==> config.mk <==
export PLATFORM = sky130hd
export DESIGN_NAME = mem_port_arbiter
export DESIGN_NICKNAME = d
export VERILOG_FILES = /design/src/rtl/mem_arb_pkg.sv /design/src/rtl/mem_arb_starve_ctr.sv /design/src/rtl/mem_port_arbiter.sv
export SDC_FILE = /design/constraint.sdc
export NUM_CORES = 1
export LEC_CHECK = 0
export ABC_AREA = 1
export CAP_MARGIN = 20
export CORE_ASPECT_RATIO = 1.4
export CORE_MARGIN = 1.5
export CORE_UTILIZATION = 40
export DETAILED_ROUTE_END_ITERATION = 8
export GPL_TIMING_DRIVEN = 1
export PLACE_DENSITY_LB_ADDON = 0.15
export SYNTH_ARGS = -nofsm -noshare
export SYNTH_HDL_FRONTEND = slang
export SYNTH_SLANG_ARGS = --single-unit
==> constraint.sdc <==
create_clock -name clk -period 1.7 [get_ports clk]
set_clock_uncertainty 0.1 [all_clocks]
set_input_delay 0.255 -clock clk [delete_from_list [all_inputs] [get_ports clk]]
set_output_delay 0.255 -clock clk [all_outputs]
set_load 0.05 [all_outputs]
==> src/rtl/mem_arb_pkg.sv <==
// Shared constants and response-owner encoding for the memory port arbiter.
package mem_arb_pkg;

    localparam int MEM_ARB_ADDR_W = 8;
    localparam int MEM_ARB_DATA_W = 16;

    typedef enum logic [1:0] {
        OWN_NONE  = 2'd0,
        OWN_IF    = 2'd1,
        OWN_DM_RD = 2'd2
    } resp_own_e;

endpackage

==> src/rtl/mem_arb_starve_ctr.sv <==
// Saturating count of consecutive denied fetch cycles; raises force_if at the limit.
module mem_arb_starve_ctr
    import mem_arb_pkg::*;
#(
    parameter int STARVE_LIM = 4
) (
    input  logic clk,
    input  logic rst,
    input  logic if_req,
    input  logic if_gnt,
    output logic force_if
);

    localparam int CNT_W = (STARVE_LIM > 0) ? $clog2(STARVE_LIM + 1) : 1;
    localparam logic [CNT_W-1:0] LIM = CNT_W'(STARVE_LIM);

    logic [CNT_W-1:0] starve_cnt;

    always_ff @(posedge clk) begin
        if (!rst) begin
            starve_cnt <= '0;
        end else if (!if_req || if_gnt) begin
            starve_cnt <= '0;
        end else if (starve_cnt != LIM) begin
            starve_cnt <= starve_cnt + 1'b1;
        end
    end

    // A limit of zero never forces: pure fixed data-side priority.
    assign force_if = (STARVE_LIM != 0) && (starve_cnt == LIM);

endmodule

==> src/rtl/mem_port_arbiter.sv <==
// Single-port memory arbiter between instruction fetch and data access.
// Define MEM_ARB_PERF_EN to add the conflict_cnt / starve_evt_cnt counters.
module mem_port_arbiter
    import mem_arb_pkg::*;
#(
    parameter int ADDR_W     = MEM_ARB_ADDR_W,
    parameter int DATA_W     = MEM_ARB_DATA_W,
    parameter int STARVE_LIM = 4
) (
    input  logic              clk,
    input  logic              rst,
    input  logic              if_req,
    input  logic [ADDR_W-1:0] if_addr,
    output logic              if_gnt,
    output logic              if_rvalid,
    output logic [DATA_W-1:0] if_rdata,
    output logic              stall_if,
    input  logic              dm_req,
    input  logic              dm_we,
    input  logic [ADDR_W-1:0] dm_addr,
    input  logic [DATA_W-1:0] dm_wdata,
    output logic              dm_gnt,
    output logic              dm_rvalid,
    output logic [DATA_W-1:0] dm_rdata,
    output logic              mem_en,
    output logic              mem_we,
    output logic [ADDR_W-1:0] mem_addr,
    output logic [DATA_W-1:0] mem_wdata,
    input  logic [DATA_W-1:0] mem_rdata
`ifdef MEM_ARB_PERF_EN
    ,
    output logic [15:0]       conflict_cnt,
    output logic [15:0]       starve_evt_cnt
`endif
);

    logic              force_if;
    resp_own_e         resp_own_nxt;
    resp_own_e         resp_own_p1;
    logic [DATA_W-1:0] if_rdata_p1;
    logic [DATA_W-1:0] dm_rdata_p1;

    mem_arb_starve_ctr #(
        .STARVE_LIM(STARVE_LIM)
    ) u_starve (
        .clk     (clk),
        .rst     (rst),
        .if_req  (if_req),
        .if_gnt  (if_gnt),
        .force_if(force_if)
    );

    always_comb begin
        if_gnt = 1'b0;
        dm_gnt = 1'b0;
        if (rst) begin
            if (if_req && (!dm_req || force_if)) begin
                if_gnt = 1'b1;
            end else if (dm_req) begin
                dm_gnt = 1'b1;
            end
        end
    end

    assign stall_if = rst && if_req && !if_gnt;

    always_comb begin
        mem_en    = 1'b0;
        mem_we    = 1'b0;
        mem_addr  = '0;
        mem_wdata = '0;
        if (dm_gnt) begin
            mem_en    = 1'b1;
            mem_we    = dm_we;
            mem_addr  = dm_addr;
            mem_wdata = dm_wdata;
        end else if (if_gnt) begin
            mem_en   = 1'b1;
            mem_addr = if_addr;
        end
    end

    always_comb begin
        resp_own_nxt = OWN_NONE;
        if (if_gnt) begin
            resp_own_nxt = OWN_IF;
        end else if (dm_gnt && !dm_we) begin
            resp_own_nxt = OWN_DM_RD;
        end
    end

    // ---- grant -> response stage (memory read data arrives here) ----
    always_ff @(posedge clk) begin
        if (!rst) begin
            resp_own_p1 <= OWN_NONE;
        end else begin
            resp_own_p1 <= resp_own_nxt;
        end
    end

    // Gating with rst drops a response whose cycle coincides with reset.
    assign if_rvalid = rst && (resp_own_p1 == OWN_IF);
    assign dm_rvalid = rst && (resp_own_p1 == OWN_DM_RD);

    always_ff @(posedge clk) begin
        if (!rst) begin
            if_rdata_p1 <= '0;
            dm_rdata_p1 <= '0;
        end else begin
            if (if_rvalid) if_rdata_p1 <= mem_rdata;
            if (dm_rvalid) dm_rdata_p1 <= mem_rdata;
        end
    end

    assign if_rdata = if_rvalid ? mem_rdata : if_rdata_p1;
    assign dm_rdata = dm_rvalid ? mem_rdata : dm_rdata_p1;

`ifdef MEM_ARB_PERF_EN
    // IF can only win against a live data request through the starvation override.
    always_ff @(posedge clk) begin
        if (!rst) begin
            conflict_cnt   <= '0;
            starve_evt_cnt <= '0;
        end else begin
            if (if_req && dm_req && conflict_cnt != 16'hFFFF)
                conflict_cnt <= conflict_cnt + 16'd1;
            if (if_gnt && dm_req && starve_evt_cnt != 16'hFFFF)
                starve_evt_cnt <= starve_evt_cnt + 16'd1;
        end
    end
`endif

endmodule

==> impl_metrics.env, run 1 <==
export IMPL_avgSynthCellArea_um2=7.36
export IMPL_place_area_um2=4610
export IMPL_post_cts_buffers=10
export IMPL_post_dp_hpwl_um=5660
export IMPL_clock_path_buffers=2
export IMPL_netlist_area_um2=2220
export IMPL_ctsResizeCount=98
export IMPL_yosysUniqueCellTypes=18
export IMPL_syn_inst=301
export IMPL_gp_congestion=0.737
export IMPL_status="aborted with a tool error"
export IMPL_cts_htree_levels=2
export IMPL_die_y_um=91.1
export IMPL_syn_nets=356
export IMPL_root_buffer="clkbuf_8"
export IMPL_haltStage="clock tree synthesis"
export IMPL_start_util=0.420
export IMPL_cts_buffers_inserted=5
export IMPL_yosysSeqAreaShare=0.334
export IMPL_pre_cts_slack_ns=-0.245
export IMPL_cts_hold_buf=0
export IMPL_ys_seq_elements=37
export IMPL_ys_warn_count=0
export IMPL_placementRows=31
export IMPL_die_w_um=65.9
export IMPL_error_line="[ERROR DPL-0038] Utilization greater than 100%, impossible to legalize"
export IMPL_clock_sinks=37
export IMPL_portBuffers=115
export IMPL_ios=116
[stage by stage]
stage                     std cells  hold WS [ns]
after floorplan                 301         0.227
after global placement          512         0.407
after detailed placement        512         0.433
[cells by family after synthesis]
kind of cell    count (synthesis)  synth area share
flops                          37             0.334
simple gates                  120             0.299
compound gates                 34             0.131
xor+xnor                        2           0.00791
fa+ha+maj                       2            0.0113
buf+inv                       106             0.216
[Yosys cell counts, drive strengths merged]
cell,instances,area share
buf,14,0.060
dfxtp,37,0.33
ha,2,0.011
inv,92,0.16
nand2,52,0.12
nand3,4,0.026
nand4,8,0.023
nor2,56,0.13
o21ai,34,0.13
xor2,2,0.0079
==> run 2, diff against run 1 <==
--- a/config.mk
+++ b/config.mk
@@ -7,9 +7,8 @@
 export LEC_CHECK = 0
 export ABC_AREA = 1
 export CAP_MARGIN = 20
-export CORE_ASPECT_RATIO = 1.4
 export CORE_MARGIN = 1.5
-export CORE_UTILIZATION = 40
+export CORE_UTILIZATION = 25
 export DETAILED_ROUTE_END_ITERATION = 8
 export GPL_TIMING_DRIVEN = 1
 export PLACE_DENSITY_LB_ADDON = 0.15
==> run 2 against run 1 <==
  * The flow now finishes, with violations (setup timing)
  * Area after synthesis unchanged
  * Synthesized cell count stayed put
==> impl_metrics.env, run 2 <==
export IMPL_status="finished with violations"
export IMPL_violations="setup timing"
export IMPL_fin_setup_tns_ns=-9.61
export IMPL_async_flop_share=0
export IMPL_clock_path_buffers=2
export IMPL_place_area_um2=4670
export IMPL_yosysUniqueCellTypes=18
export IMPL_cts_htree_levels=2
export IMPL_root_buffer="clkbuf_8"
export IMPL_instances_no_fill=586
export IMPL_clk_insertion_delay_late_ns=0.28
export IMPL_path_cells="inv_2 -> ha_4 -> nand2_4 -> nand2_2 -> nand2_4 -> nand3_4 -> buf_12 -> nor2_4 -> buf_12"
export IMPL_cp_max_fo=14
export IMPL_crit_path_max_incr_delay_ns=0.34
export IMPL_setup_violations_final=59
export IMPL_relSlewSlack=0.744
export IMPL_fin_hold_ws_ns=0.449
export IMPL_ys_seq_elements=37
export IMPL_grt_max_degree=24
export IMPL_leakage_nw=2.53
export IMPL_grt_pass1_wl_um=10900
export IMPL_wl_um=6790
export IMPL_power_density_nw_per_um2=553
export IMPL_netlist_area_um2=2220
export IMPL_largestRegisters="dm_rdata_p1: 16 flops, if_rdata_p1: 16 flops, u_starve.starve_cnt: 3 flops"
export IMPL_final_util=0.639
export IMPL_synth_top_cells_by_count="inv_1 (91), dfxtp_1 (37), o21ai_2 (32), nor2_2 (30), nand2_2 (27)"
export IMPL_gp_congestion=0.687
export IMPL_antenna_cells=0
export IMPL_post_dp_hpwl_um=4900
export IMPL_grt_usage=0.142
export IMPL_placementRows=34
export IMPL_antenna_left=0
export IMPL_finalHoldViolCount=0
export IMPL_post_route_period_util=1.15
export IMPL_yosysMostFrequentCell="inv_1"
export IMPL_avgSynthCellArea_um2=7.36
export IMPL_drc_errors=0
export IMPL_ios=116
export IMPL_yosysSeqAreaShare=0.334
export IMPL_layout_common_cells="buf_12 (71), inv_1 (51), clkdlybuf4s50_1 (51)"
export IMPL_final_area_um2=5520
export IMPL_dieArea_um2=9440
export IMPL_endpoint_kind="output port"
export IMPL_grt_ovfl_total=0
export IMPL_cts_tree="done"
export IMPL_rrSetupSlack_ns=0.15
export IMPL_synth_edf_count=0
export IMPL_dp_cells=557
export IMPL_post_drt_wl_per_cell_um=11.6
export IMPL_rsz0062_at_grt="true"
export IMPL_pre_cts_slack_ns=-0.292
export IMPL_syn_nets=356
export IMPL_syn_inst=301
export IMPL_portBuffers=115
export IMPL_clock_sinks=37
export IMPL_dr_pass1_iters=4
export IMPL_intPower_mw=2.09
export IMPL_die_w_um=97.1
export IMPL_grt_antenna_before_repair=0
export IMPL_cp_slowest_cell="dfxtp_2"
export IMPL_worstHoldPathType="flop to flop"
export IMPL_grt_pass1_vias=2393
export IMPL_switchingPower_uw=956
export IMPL_drive_above_1_share=0.661
export IMPL_cts_buffers_inserted=5
export IMPL_crit_type="flop to output port"
export IMPL_worstMarginPinSlew_ns=0.385
export IMPL_p_sw_frac=0.314
export IMPL_cp_required_ns=1.34
export IMPL_drtIter0Drc=37
export IMPL_core_um2=8640
export IMPL_max_freq_ghz=0.512
export IMPL_start_util=0.257
export IMPL_final_common_cell="buf_12"
export IMPL_setup_ws_ns=-0.255
export IMPL_fin_total_pwr_mw=3.05
export IMPL_yosys_area_top_type="dfxtp_1"
export IMPL_area_growth_pct=149
export IMPL_pwr_share_seq=0.296
export IMPL_period_needed_ns=1.95
export IMPL_vias=2391
export IMPL_clockPowerShare=0.293
export IMPL_yosys_area_top_type_share=0.334
export IMPL_synth_ff_type="dfxtp_1"
export IMPL_final_max_slew_viol_count=0
export IMPL_yosys_top_cells_area="dfxtp_1 (33%), inv_1 (15%), o21ai_2 (13%), nor2_2 (8.5%), nand2_2 (7.6%)"
export IMPL_clk_pin_slew_ns=0.07
export IMPL_die_y_um=97.1
export IMPL_crit_arrival_ns=1.60
export IMPL_power_frac_comb=0.410
export IMPL_finalNetCount=532
export IMPL_crit_path_start_kind="flop"
export IMPL_vdd_drop_max_mv=0.323
export IMPL_via_per_inst=4.08
export IMPL_ys_warn_count=0
export IMPL_cap_violations=0
[run 2: cell counts after synthesis]
No cell type changed its count.
[run 2: logic make-up after synthesis]
| family | synth area share |
|---|---|
| compound gates | 0.131 |
| buf+inv | 0.216 |
| flops | 0.334 |
| xor+xnor | 0.00791 |
| fa+ha+maj | 0.0113 |
| simple gates | 0.299 |
[run 2: path summary, 6_finish.rpt]
check	from	to	depth (start not counted)
setup / recovery	u_starve.starve_cnt[0]	mem_wdata[9]	9
hold / removal	dm_rdata_p1[0]	dm_rdata_p1[0]	4
setup reg to reg	resp_own_p1[1]	if_rdata_p1[9]	10
hold reg to reg	dm_rdata_p1[0]	dm_rdata_p1[0]	4
[run 2: routing by layer]
metal	track usage	up-vias	wire [um]
met3	0.0626	5	672
met4	0.0334	0	57
li1	-	1211	-
met1	0.152	1083	2630
met2	0.254	92	3430
met5	0	-	0
[run 2: area by class of cell]
type                            instances  area (um^2)
Sequential cell                        37          746
Clock inverter                          3         65.1
Clock buffer                            5         68.8
Tap cell                              108          135
Fill cell                             694         3120
Inverter                               92          353
Multi-Input combinational cell        158         1600
Timing Repair Buffer                  183         2550
[run 2: timing repair]
item	in CTS	in global routing
buffers inserted	13	5
endpoints found under the setup margin	63	63
hold buffers	0	0
pin swaps	7	8
gates resized for setup	79	50
gates cloned	4	3
[run 2: power by group through the flow]
stage	clock network, mW	logic, mW	registers [mW]
after floorplan	0	0.523	0.922
after global placement	0	1.10	0.922
after detailed placement	0	1.11	0.924
after CTS	0.928	1.20	0.903
after global routing	0.970	1.31	0.907
final	0.894	1.25	0.904
[run 2: worst max-delay path: cells and delay by family (launching register included)]
| kind | cells | cell delay (ns) |
|---|---|---|
| and+or+nand+nor | 5 | 0.43 |
| buffers and inverters | 3 | 0.38 |
| DFF | 1 | 0.34 |
| adders and majority gates | 1 | 0.15 |
No activity file was read; power rests on OpenSTA's default activity.
==> run 3, diff against run 2 <==
==> constraint.sdc (replaced) <==
create_clock -name clk -period 1.6 [get_ports clk]
set_clock_uncertainty 0.1 [all_clocks]
set_input_delay 0.24 -clock clk [delete_from_list [all_inputs] [get_ports clk]]
set_output_delay 0.24 -clock clk [all_outputs]
set_load 0.05 [all_outputs]
==> run 3 against run 2 <==
  * The run still ends with setup timing left
  * Worst setup slack lost 0.095 ns
  * Sequential cell count unchanged
  * First-iteration DRC count shrank 59%
  * Total power is 4.3% lower
==> impl_metrics.env, run 3 (same netlist as run 2, synthesis figures left out) <==
export IMPL_core_um2=8640
export IMPL_instances_no_fill=594
export IMPL_setup_violations_final=62
export IMPL_max_freq_ghz=0.513
export IMPL_die_y_um=97.1
export IMPL_pre_cts_slack_ns=-0.289
export IMPL_worstHoldPathType="primary input to flop"
export IMPL_grt_pass1_vias=2408
export IMPL_path_cells="inv_2 -> ha_4 -> nand2_4 -> nand2_4 -> nand2_4 -> nand3_4 -> buf_12 -> nor2_4 -> buf_12"
export IMPL_clk_insertion_delay_late_ns=0.29
export IMPL_grt_usage=0.147
export IMPL_crit_top_cell="nand2_4"
export IMPL_post_dp_hpwl_um=4760
export IMPL_dieArea_um2=9440
export IMPL_drtIter0Drc=15
export IMPL_relSlewSlack=0.793
export IMPL_die_w_um=97.1
export IMPL_r2r_cells=10
export IMPL_dr_pass1_iters=3
export IMPL_crit_type="flop to output port"
export IMPL_via_per_inst=4.06
export IMPL_area_growth_pct=148
export IMPL_placementRows=34
export IMPL_grt_max_degree=20
export IMPL_clock_path_buffers=2
export IMPL_r2r_end="dm_rdata_p1[4]"
export IMPL_crit_end="mem_wdata[3]"
export IMPL_crit_path_max_incr_delay_ns=0.34
export IMPL_rrSetupSlack_ns=0.10
export IMPL_portBuffers=115
export IMPL_cp_max_fo=10
export IMPL_drive_above_1_share=0.667
export IMPL_grt_ovfl_total=0
export IMPL_rsz0062_at_grt="true"
export IMPL_ios=116
export IMPL_vias=2413
export IMPL_leakage_nw=2.49
export IMPL_layout_common_cells="buf_12 (74), buf_4 (53), inv_1 (51), clkdlybuf4s50_1 (51), inv_2 (38)"
export IMPL_antenna_left=0
export IMPL_root_buffer="clkbuf_8"
export IMPL_cts_htree_levels=2
export IMPL_post_route_period_util=1.22
export IMPL_grt_antenna_before_repair=0
export IMPL_final_common_cell="buf_12"
export IMPL_worstMarginPinSlew_ns=0.311
export IMPL_dp_cells=564
export IMPL_cp_depth=9
export IMPL_final_area_um2=5500
export IMPL_startpoint="u_starve.starve_cnt[1]"
export IMPL_crit_arrival_ns=1.61
export IMPL_clock_sinks=37
export IMPL_violations="setup timing"
export IMPL_endpoint_kind="output port"
export IMPL_path_delay_family="simple AND/OR/NAND/NOR gates"
export IMPL_status="finished with violations"
export IMPL_antenna_cells=0
export IMPL_largestRegisters="dm_rdata_p1: 16 flops, if_rdata_p1: 16 flops, u_starve.starve_cnt: 3 flops"
export IMPL_cts_buffers_inserted=5
export IMPL_finalNetCount=540
export IMPL_gp_congestion=0.676
export IMPL_cp_slowest_cell="dfxtp_2"
export IMPL_start_util=0.257
export IMPL_cp_required_ns=1.26
export IMPL_reg2reg_from="resp_own_p1[0]"
export IMPL_wl_um=6690
export IMPL_power_density_nw_per_um2=531
export IMPL_crit_path_start_kind="flop"
export IMPL_cts_hold_buf=0
export IMPL_cts_tree="done"
export IMPL_vdd_drop_max_mv=0.259
export IMPL_post_drt_wl_per_cell_um=11.3
export IMPL_drc_errors=0
export IMPL_clk_pin_slew_ns=0.08
export IMPL_setup_ws_ns=-0.350
export IMPL_final_max_slew_viol_count=0
export IMPL_cap_violations=0
export IMPL_crit_buf_inv=3
export IMPL_final_util=0.636
export IMPL_period_needed_ns=1.95
export IMPL_place_area_um2=4700
export IMPL_finalHoldViolCount=0
export IMPL_grt_pass1_wl_um=11300
run 3: cell types whose count changed in the layout (fill, tap and decap cells not counted), moves of 2 or more:
cell	change
nand2_4	-13
clkbuf_16	-4
nand2_2	+13
bufinv_16	-2
buf_16	+2
buf_4	+7
buf_12	+3
run 3: power by group:
group	switching, mW	internal, mW
clock network	0.327	0.302
logic	0.667	0.662
registers	0.00935	0.951
total	1.00	1.91
run 3: worst min path at each step:
stage,cells past startpoint,from,to
finish,2,dm_we,resp_own_p1[1]
floorplan,1,dm_we,resp_own_p1[1]
global route,2,dm_we,resp_own_p1[1]
CTS,2,dm_we,resp_own_p1[1]
global placement,4,if_rdata_p1[15],if_rdata_p1[15]
detailed placement,4,if_rdata_p1[15],if_rdata_p1[15]
run 3: final cells by class:
class,instances,area (um^2)
Clock buffer,6,72.6
Clock inverter,2,10.0
Fill cell,705,3140
Inverter,92,354
Multi-Input combinational cell,158,1540
Sequential cell,37,746
Tap cell,108,135
Timing Repair Buffer,191,2640
run 3: layer usage:
metal | vias up | wire, um | global-route usage
met5 | - | 0 | 0
met4 | 0 | 68 | 0.0401
met3 | 5 | 672 | 0.0604
met2 | 88 | 3390 | 0.257
met1 | 1089 | 2560 | 0.164
li1 | 1231 | - | -
run 3: timing repair:
item | CTS | global route
resized for setup | 107 | 11
setup buffers | 12 | 6
gates cloned | 6 | 0
endpoints found under the setup margin | 63 | 63
pin swaps | 5 | 6
run 3: through the flow:
stage                     hold slack [ns]  total power, mW  setup TNS, ns
final                               0.416             2.92         -14.99
after global routing                0.426             3.05         -19.13
after CTS                           0.415             2.95         -16.35
after detailed placement            0.421             2.17         -20.14
after global placement              0.420             2.16         -18.90
after floorplan                     0.212             1.54          -1.47
==> edit 1 (config.mk and constraints of run 3) <==
Change the package constant `MEM_ARB_DATA_W` from 16 to 24.
--- a/src/rtl/mem_arb_pkg.sv
+++ b/src/rtl/mem_arb_pkg.sv
@@ -2,7 +2,7 @@
 package mem_arb_pkg;
 
     localparam int MEM_ARB_ADDR_W = 8;
-    localparam int MEM_ARB_DATA_W = 16;
+    localparam int MEM_ARB_DATA_W = 24;
 
     typedef enum logic [1:0] {
         OWN_NONE  = 2'd0,
Interface: changed (5 resized); port bits go from 116 to 156. No check against the original RTL was run, so the function may have changed too.
==> edit 1 against run 3 <==
- area after synthesis rose by 21%
- setup slack got worse by 77 ps
- power rose by 37%
- routed wire length increased by 66%
- sequential cell count is 16 higher
- core utilization rose by 2.8 points
- synthesized cell count grew 39%
- critical path type unchanged
- the run still ends with setup timing left
- design area is 25% higher
==> edit 1: results (changes against run 3) <==
----------------------------------------------------
[Status]
  Run status ... complete, but fails checks
  Violated checks ... setup timing

[Global route]
  Maximum number of pins on one net before global-route repair ... 50 (+150%)
  Global router's overall resource usage ... 14.8% (+0.098 points)
  Global-route wire length before repair ... 13.7 mm (+21%)
  Vias in the first global route ... 2828 (+17%)

[Setup path]
  Count of cells along the worst register-to-register path ... 7 (-3)
  Critical R2R Capture ... if_rdata_p1[10]$_SDFF_PN0_
  Worst setup path start ... u_starve.starve_cnt[1]$_SDFFE_PP0N_
  Reg-to-reg startpoint ... resp_own_p1[1]$_SDFF_PP0_
  Data arrival at the endpoint of the critical path ... 1690 ps (+80 ps)
  Kind of cell adding the most delay to the critical path ... simple AND/OR/NAND/NOR gates
  Worst-path fanout max ... 8 (-2)

[STA]
  Smallest setup slack after layout ... -426 ps (-76.7 ps)
  Tightest hold margin ... 397 ps (-18.5 ps)
  Number of endpoints failing setup at the final stage ... 87 (+40%)
  Worst-margin pin slew ... 324 ps (+13.6 ps)

[Final layout]
  ANT cells ... 0 (unchanged)
  Share of final-layout standard cells stronger than drive strength 1 ... 56.8% (-9.9 points)
  Fin nets ... 709 (+31%)
  Number of fillers in the final layout ... 833 (+18%)
  Registers with the highest flip-flop counts ... dm_rdata_p1 x24, if_rdata_p1 x24, u_starve.starve_cnt x3
  Area taken by flip-flops and latches ... 1070 µm² (+43%)

[Place]
  Post-Place Setup Slack ... -374 ps (-84.6 ps)
  Port Buffer Count ... 155 (+35%)
  GPL Wtd Cong ... 0.769 (+14%)
  Cell area after placement ... 5410 µm² (+15%)
  Post-DP HPWL ... 6.45 mm (+36%)

[Pwr]
  Leakage Power ... 0.00331 µW (+33%)
  Maximum VDD drop ... 0.459 mV (+77%)

[Synth]
  Nets in the synthesized netlist ... 490 (+38%)
  Sequential share of the synthesized area ... 39.5% (+6.0 points)
  Synth unique cells ... 22 (+4)
  Synth top cells by count ... 131 x inv_1, 77 x nor2_1, 64 x nand2_1
  Top post-synthesis cells by area ... dfxtp_1 39%, inv_1 18%, nor2_1 11%, nand2_1 8.9%, o21ai_1 6.7%

[CTS]
  Num CTS Buffers ... 5 (unchanged)
  Clock root buffer ... clkbuf_8
  Post-CTS clock slew at the launch and capture registers of the worst setup and hold paths ... 100 ps (+20 ps)
  Number of buffers on the longest clock path ... 2 (unchanged)
  Source-to-sink clock delay at the later pin of the worst-skew pair ... 300 ps

[Hold path]
  Type of the worst min-delay path ... in -> reg
  Endpoint, Worst Hold ... resp_own_p1[1]$_SDFF_PP0_
  Number of stages on the worst hold path ... 2 (unchanged)

[Drt]
  Drt wl/cell ... 14.3 µm (+27%)
  Count of TritonRoute iterations in the first routing pass ... 4 (+1)
  Via count normalized by instance count ... 4.21 (+3.6%)
  Iteration-0 DRC count of the detailed router ... 109 (+94)

----------------------------------------------------
edit 1: changes by cell type after synthesis, moves of 16 or more:
cell / delta
nand2_1: +39
dfxtp_1: +16
inv_1: +40
nor2_1: +52
o21ai_2: -20
o21ai_1: +36
nand2_2: -24
nor2_2: -28
edit 1: cells by family after synthesis:
kind of cell,share of synthesized area (%)
compound gates,11.0
xor+xnor,0.652
fa+ha+maj,0.931
buf+inv,22.8
flops,39.5
simple gates,25.1
edit 1: what timing repair did:
| item | in CTS | in global routing |
|---|---|---|
| hold buffers | 0 | 0 |
| gates resized for setup | 8 | 248 |
| buffers inserted | 3 | 8 |
| gates cloned | 1 | 16 |
| endpoints found under the hold margin | 0 | 0 |
| setup endpoints to repair | 87 | 87 |
| pin swaps | 6 | 8 |
edit 1: worst max-delay path by stage:
stage	depth (start not counted)	to	slack [ps]
2_1_floorplan	8	mem_addr[0]	-180
3_3_place_gp	6	if_rdata[10]	-360
3_5_place_dp	6	if_rdata[21]	-370
4_1_cts	9	dm_gnt	-440
5_1_grt	9	mem_wdata[4]	-500
6_report	9	mem_wdata[12]	-430
edit 1: through the flow:
stage,std cells,setup TNS (ps)
2_1_floorplan,419,-4930
4_1_cts,751,-31920
6_report,775,-26740
5_1_grt,775,-33160
3_5_place_dp,739,-33840
3_3_place_gp,739,-30360
edit 1: worst reg2reg max path, delay by kind of cell, from the launching register on:
family / cells / cell delay [ps]
compound gates: 1 / 160
simple gates: 2 / 220
flops: 1 / 350
buf+inv: 4 / 550
edit 1: area by class of cell:
class | instances | share of cell area [%]
Clock buffer | 6 | 1.20
Clock inverter | 2 | 0.544
Inverter | 132 | 7.28
Multi-Input combinational cell | 214 | 29.0
Sequential cell | 53 | 15.5
Tap cell | 136 | 2.47
Timing Repair Buffer | 232 | 44.1
edit 1: power breakdown:
part           internal (µW)  switching [µW]
Clock                    509             448
Combinational            764             889
Sequential              1360            13.1
edit 1: layer usage:
| metal | track usage [%] | vias up | wire [µm] |
|---|---|---|---|
| met5 | 0 | - | 0 |
| met4 | 3.62 | 0 | 172 |
| met3 | 2.49 | 12 | 435 |
| met2 | 27.1 | 84 | 5930 |
| met1 | 17.9 | 1532 | 4530 |
| li1 | - | 1633 | - |
==> edit 2 (settings of run 3) <==
Made on the original files. The 3 values of `resp_own_e` get a one-hot encoding in 3 bits.
--- a/src/rtl/mem_arb_pkg.sv
+++ b/src/rtl/mem_arb_pkg.sv
@@ -4,10 +4,10 @@
     localparam int MEM_ARB_ADDR_W = 8;
     localparam int MEM_ARB_DATA_W = 16;
 
-    typedef enum logic [1:0] {
-        OWN_NONE  = 2'd0,
-        OWN_IF    = 2'd1,
-        OWN_DM_RD = 2'd2
+    typedef enum logic [2:0] {
+        OWN_NONE  = 3'b001,
+        OWN_IF    = 3'b010,
+        OWN_DM_RD = 3'b100
     } resp_own_e;
 
 endpackage
Check against the original RTL: same outputs for any inputs over 10 cycles, from zero or initial values and one cycle with rst low; not proved beyond that.
==> edit 2 against run 3 <==
- the flow still finishes with violations (setup timing)
- setup slack hardly changed
- first-iteration DRC count increased to 3.4 times the old value
- non-clock buffer count fell by 2
- area after synthesis decreased by 4.9%
- routed wire length grew 19%
- power decreased by 8.5%
- critical path depth is the same
- sequential share of layout area up 0.11 points
- design area is 2.0% higher
- sequential cell count up 1
==> edit 2: results (changes against run 3) <==
----------------------------------------------------
[Setup path]
  Worst-path fanout max ... 5 (-5)
  Count of cells along the worst register-to-register path ... 10 (unchanged)
  Worst setup path start ... u_starve.starve_cnt[0]$_SDFFE_PP0N_
  Critical R2R Capture ... if_rdata_p1[12]$_SDFF_PN0_
  R2r setup slk ... 30 ps (-70 ps)
  Reg-to-reg startpoint ... resp_own_p1[1]$_SDFF_PN0_

[Hold path]
  Hold Startpoint ... rst
  Number of stages on the worst hold path ... 3 (+1)
  Endpoint, Worst Hold ... resp_own_p1[0]$_SDFF_PN1_

[Place]
  Post-DP HPWL ... 5.31 mm (+12%)
  Port Buffer Count ... 115 (unchanged)
  GPL Wtd Cong ... 0.805 (+19%)
  Post-Place Setup Slack ... -380 ps (-91.0 ps)

[Drt]
  Iteration-0 DRC count of the detailed router ... 51 (+36)
  Via count normalized by instance count ... 4.30 (+6.0%)
  Count of TritonRoute iterations in the first routing pass ... 5 (+2)
  DRT Wirelength ... 7.99 mm (+19%)

[Synth]
  Ys async rst share ... 0% (unchanged)
  Synth unique cells ... 19 (+1)
  Warnings from Yosys ... 0 (unchanged)
  Top post-synthesis cells by area ... dfxtp_1 36%, inv_1 19%, nand2_1 15%, nor2_1 9.6%, nand3_1 7.8%
  Nets in the synthesized netlist ... 411 (+15%)
  Synth top cells by count ... 108 x inv_1, 85 x nand2_1, 54 x nor2_1
  Top FF cell, synth ... dfxtp_1
  Sequential share of the synthesized area ... 36.1% (+2.7 points)

[STA]
  Number of endpoints failing setup at the final stage ... 63 (+1.6%)
  Normalized max-slew margin ... 76.9% (-2.4 points)
  Smallest setup slack after layout ... -350 ps (+0.104 ps)
  Accumulated negative setup slack ... -16590 ps (-1600 ps)

[Final layout]
  Registers with the highest flip-flop counts ... dm_rdata_p1 x16, if_rdata_p1 x16
  Number of fillers in the final layout ... 627 (-11%)
  Share of final-layout standard cells stronger than drive strength 1 ... 58.2% (-8.4 points)
  ANT cells ... 0 (unchanged)
  Fin nets ... 595 (+10%)

[Global route]
  Global router's overall resource usage ... 15.7% (+0.97 points)
  Vias in the first global route ... 2567 (+6.6%)
  Global-route wire length before repair ... 11.2 mm (-1.1%)
  Maximum number of pins on one net before global-route repair ... 31 (+55%)
  Number of antenna violations at the first check in global routing ... 0 (unchanged)

[Pwr]
  Leakage Power ... 0.00252 µW (+1.1%)
  Maximum VDD drop ... 0.339 mV (+31%)
  Sw frac ... 29.5% (-4.9 points)

[CTS]
  Number of buffers on the longest clock path ... 2 (unchanged)
  Clock root buffer ... clkbuf_8
  Num CTS Buffers ... 5 (unchanged)
  Post-CTS clock slew at the launch and capture registers of the worst setup and hold paths ... 70 ps
  Source-to-sink clock delay at the later pin of the worst-skew pair ... 280 ps

[Status]
  Violated checks ... setup timing
  Run status ... complete, but fails checks

----------------------------------------------------
[edit 2: cell types whose count changed after synthesis, moves of 4 or more]
cell,run 3,this run
nand3_1,1,33
nor2_1,25,54
nor2_2,30,3
clkbuf_1,0,4
nand2_1,25,85
buf_2,2,8
inv_1,91,108
buf_6,9,2
nand2_2,27,0
o21ai_2,32,0
[edit 2: worst max-delay path: stages, from the launching register on]
cell     delay (ps)
dfxtp_2         340
inv_2            50
ha_4            150
nand2_4          60
nand2_4          70
nand2_8          90
nand3_4         140
buf_8           180
nor2_4          110
buf_12          140
[edit 2: cell type report]
type	instances	area, µm²	area share [%]
multi-input cells	197	1600	28.5
well taps	105	131	2.34
clock inverters	1	30.0	0.536
repair buffers	189	2560	45.7
inverters	109	440	7.86
flip-flops and latches	38	767	13.7
clock buffers	7	76.3	1.36
[edit 2: cells by family after synthesis]
kind of cell / synth area share (%)
flip-flops: 36.1
AND/OR/NAND/NOR: 37.9
AO/OA/AOI/OAI: 1.31
buffers and inverters: 23.1
adder cells (fa/ha/maj): 1.19
XOR/XNOR: 0.416
[edit 2: through the flow]
step	power (µW)	utilization, %	hold slack [ps]	instances	area [µm²]
after CTS	2590	58.9	433	617	4820
after global placement	1760	55.7	413	603	4560
final	2670	68.6	291	646	5610
after detailed placement	1770	55.7	418	603	4560
after global routing	2760	68.6	303	646	5610
after floorplan	1340	-	212	356	2380
[edit 2: layer usage]
layer / part of all wire, % / up-vias / track usage, %
li1: - / 1378 / -
met1: 35 / 1286 / 16.7
met5: 0 / - / 0
met4: 2.0 / 0 / 4.10
met3: 9.0 / 14 / 6.68
met2: 54 / 103 / 28.2
[edit 2: worst max-delay path by stage]
stage	endpoint
global placement	if_rdata[9]
detailed placement	if_rdata[10]
floorplan	mem_addr[0]
finish	mem_wdata[9]
CTS	mem_wdata[9]
global route	mem_wdata[11]
[edit 2: power groups by stage]
stage	combinational, µW	clock, µW	sequential, µW
CTS	820	802	964
detailed placement	781	0	987
finish	907	796	966
global placement	775	0	986
global route	955	840	967
floorplan	354	0	985
[edit 2: timing repair]
action / in CTS / in global routing
pin swaps: 10 / 33
hold buffers: 0 / 0
gates resized for setup: 29 / 164
gates cloned: 2 / 4
buffers inserted: 4 / 26
setup endpoints to repair: 63 / 63
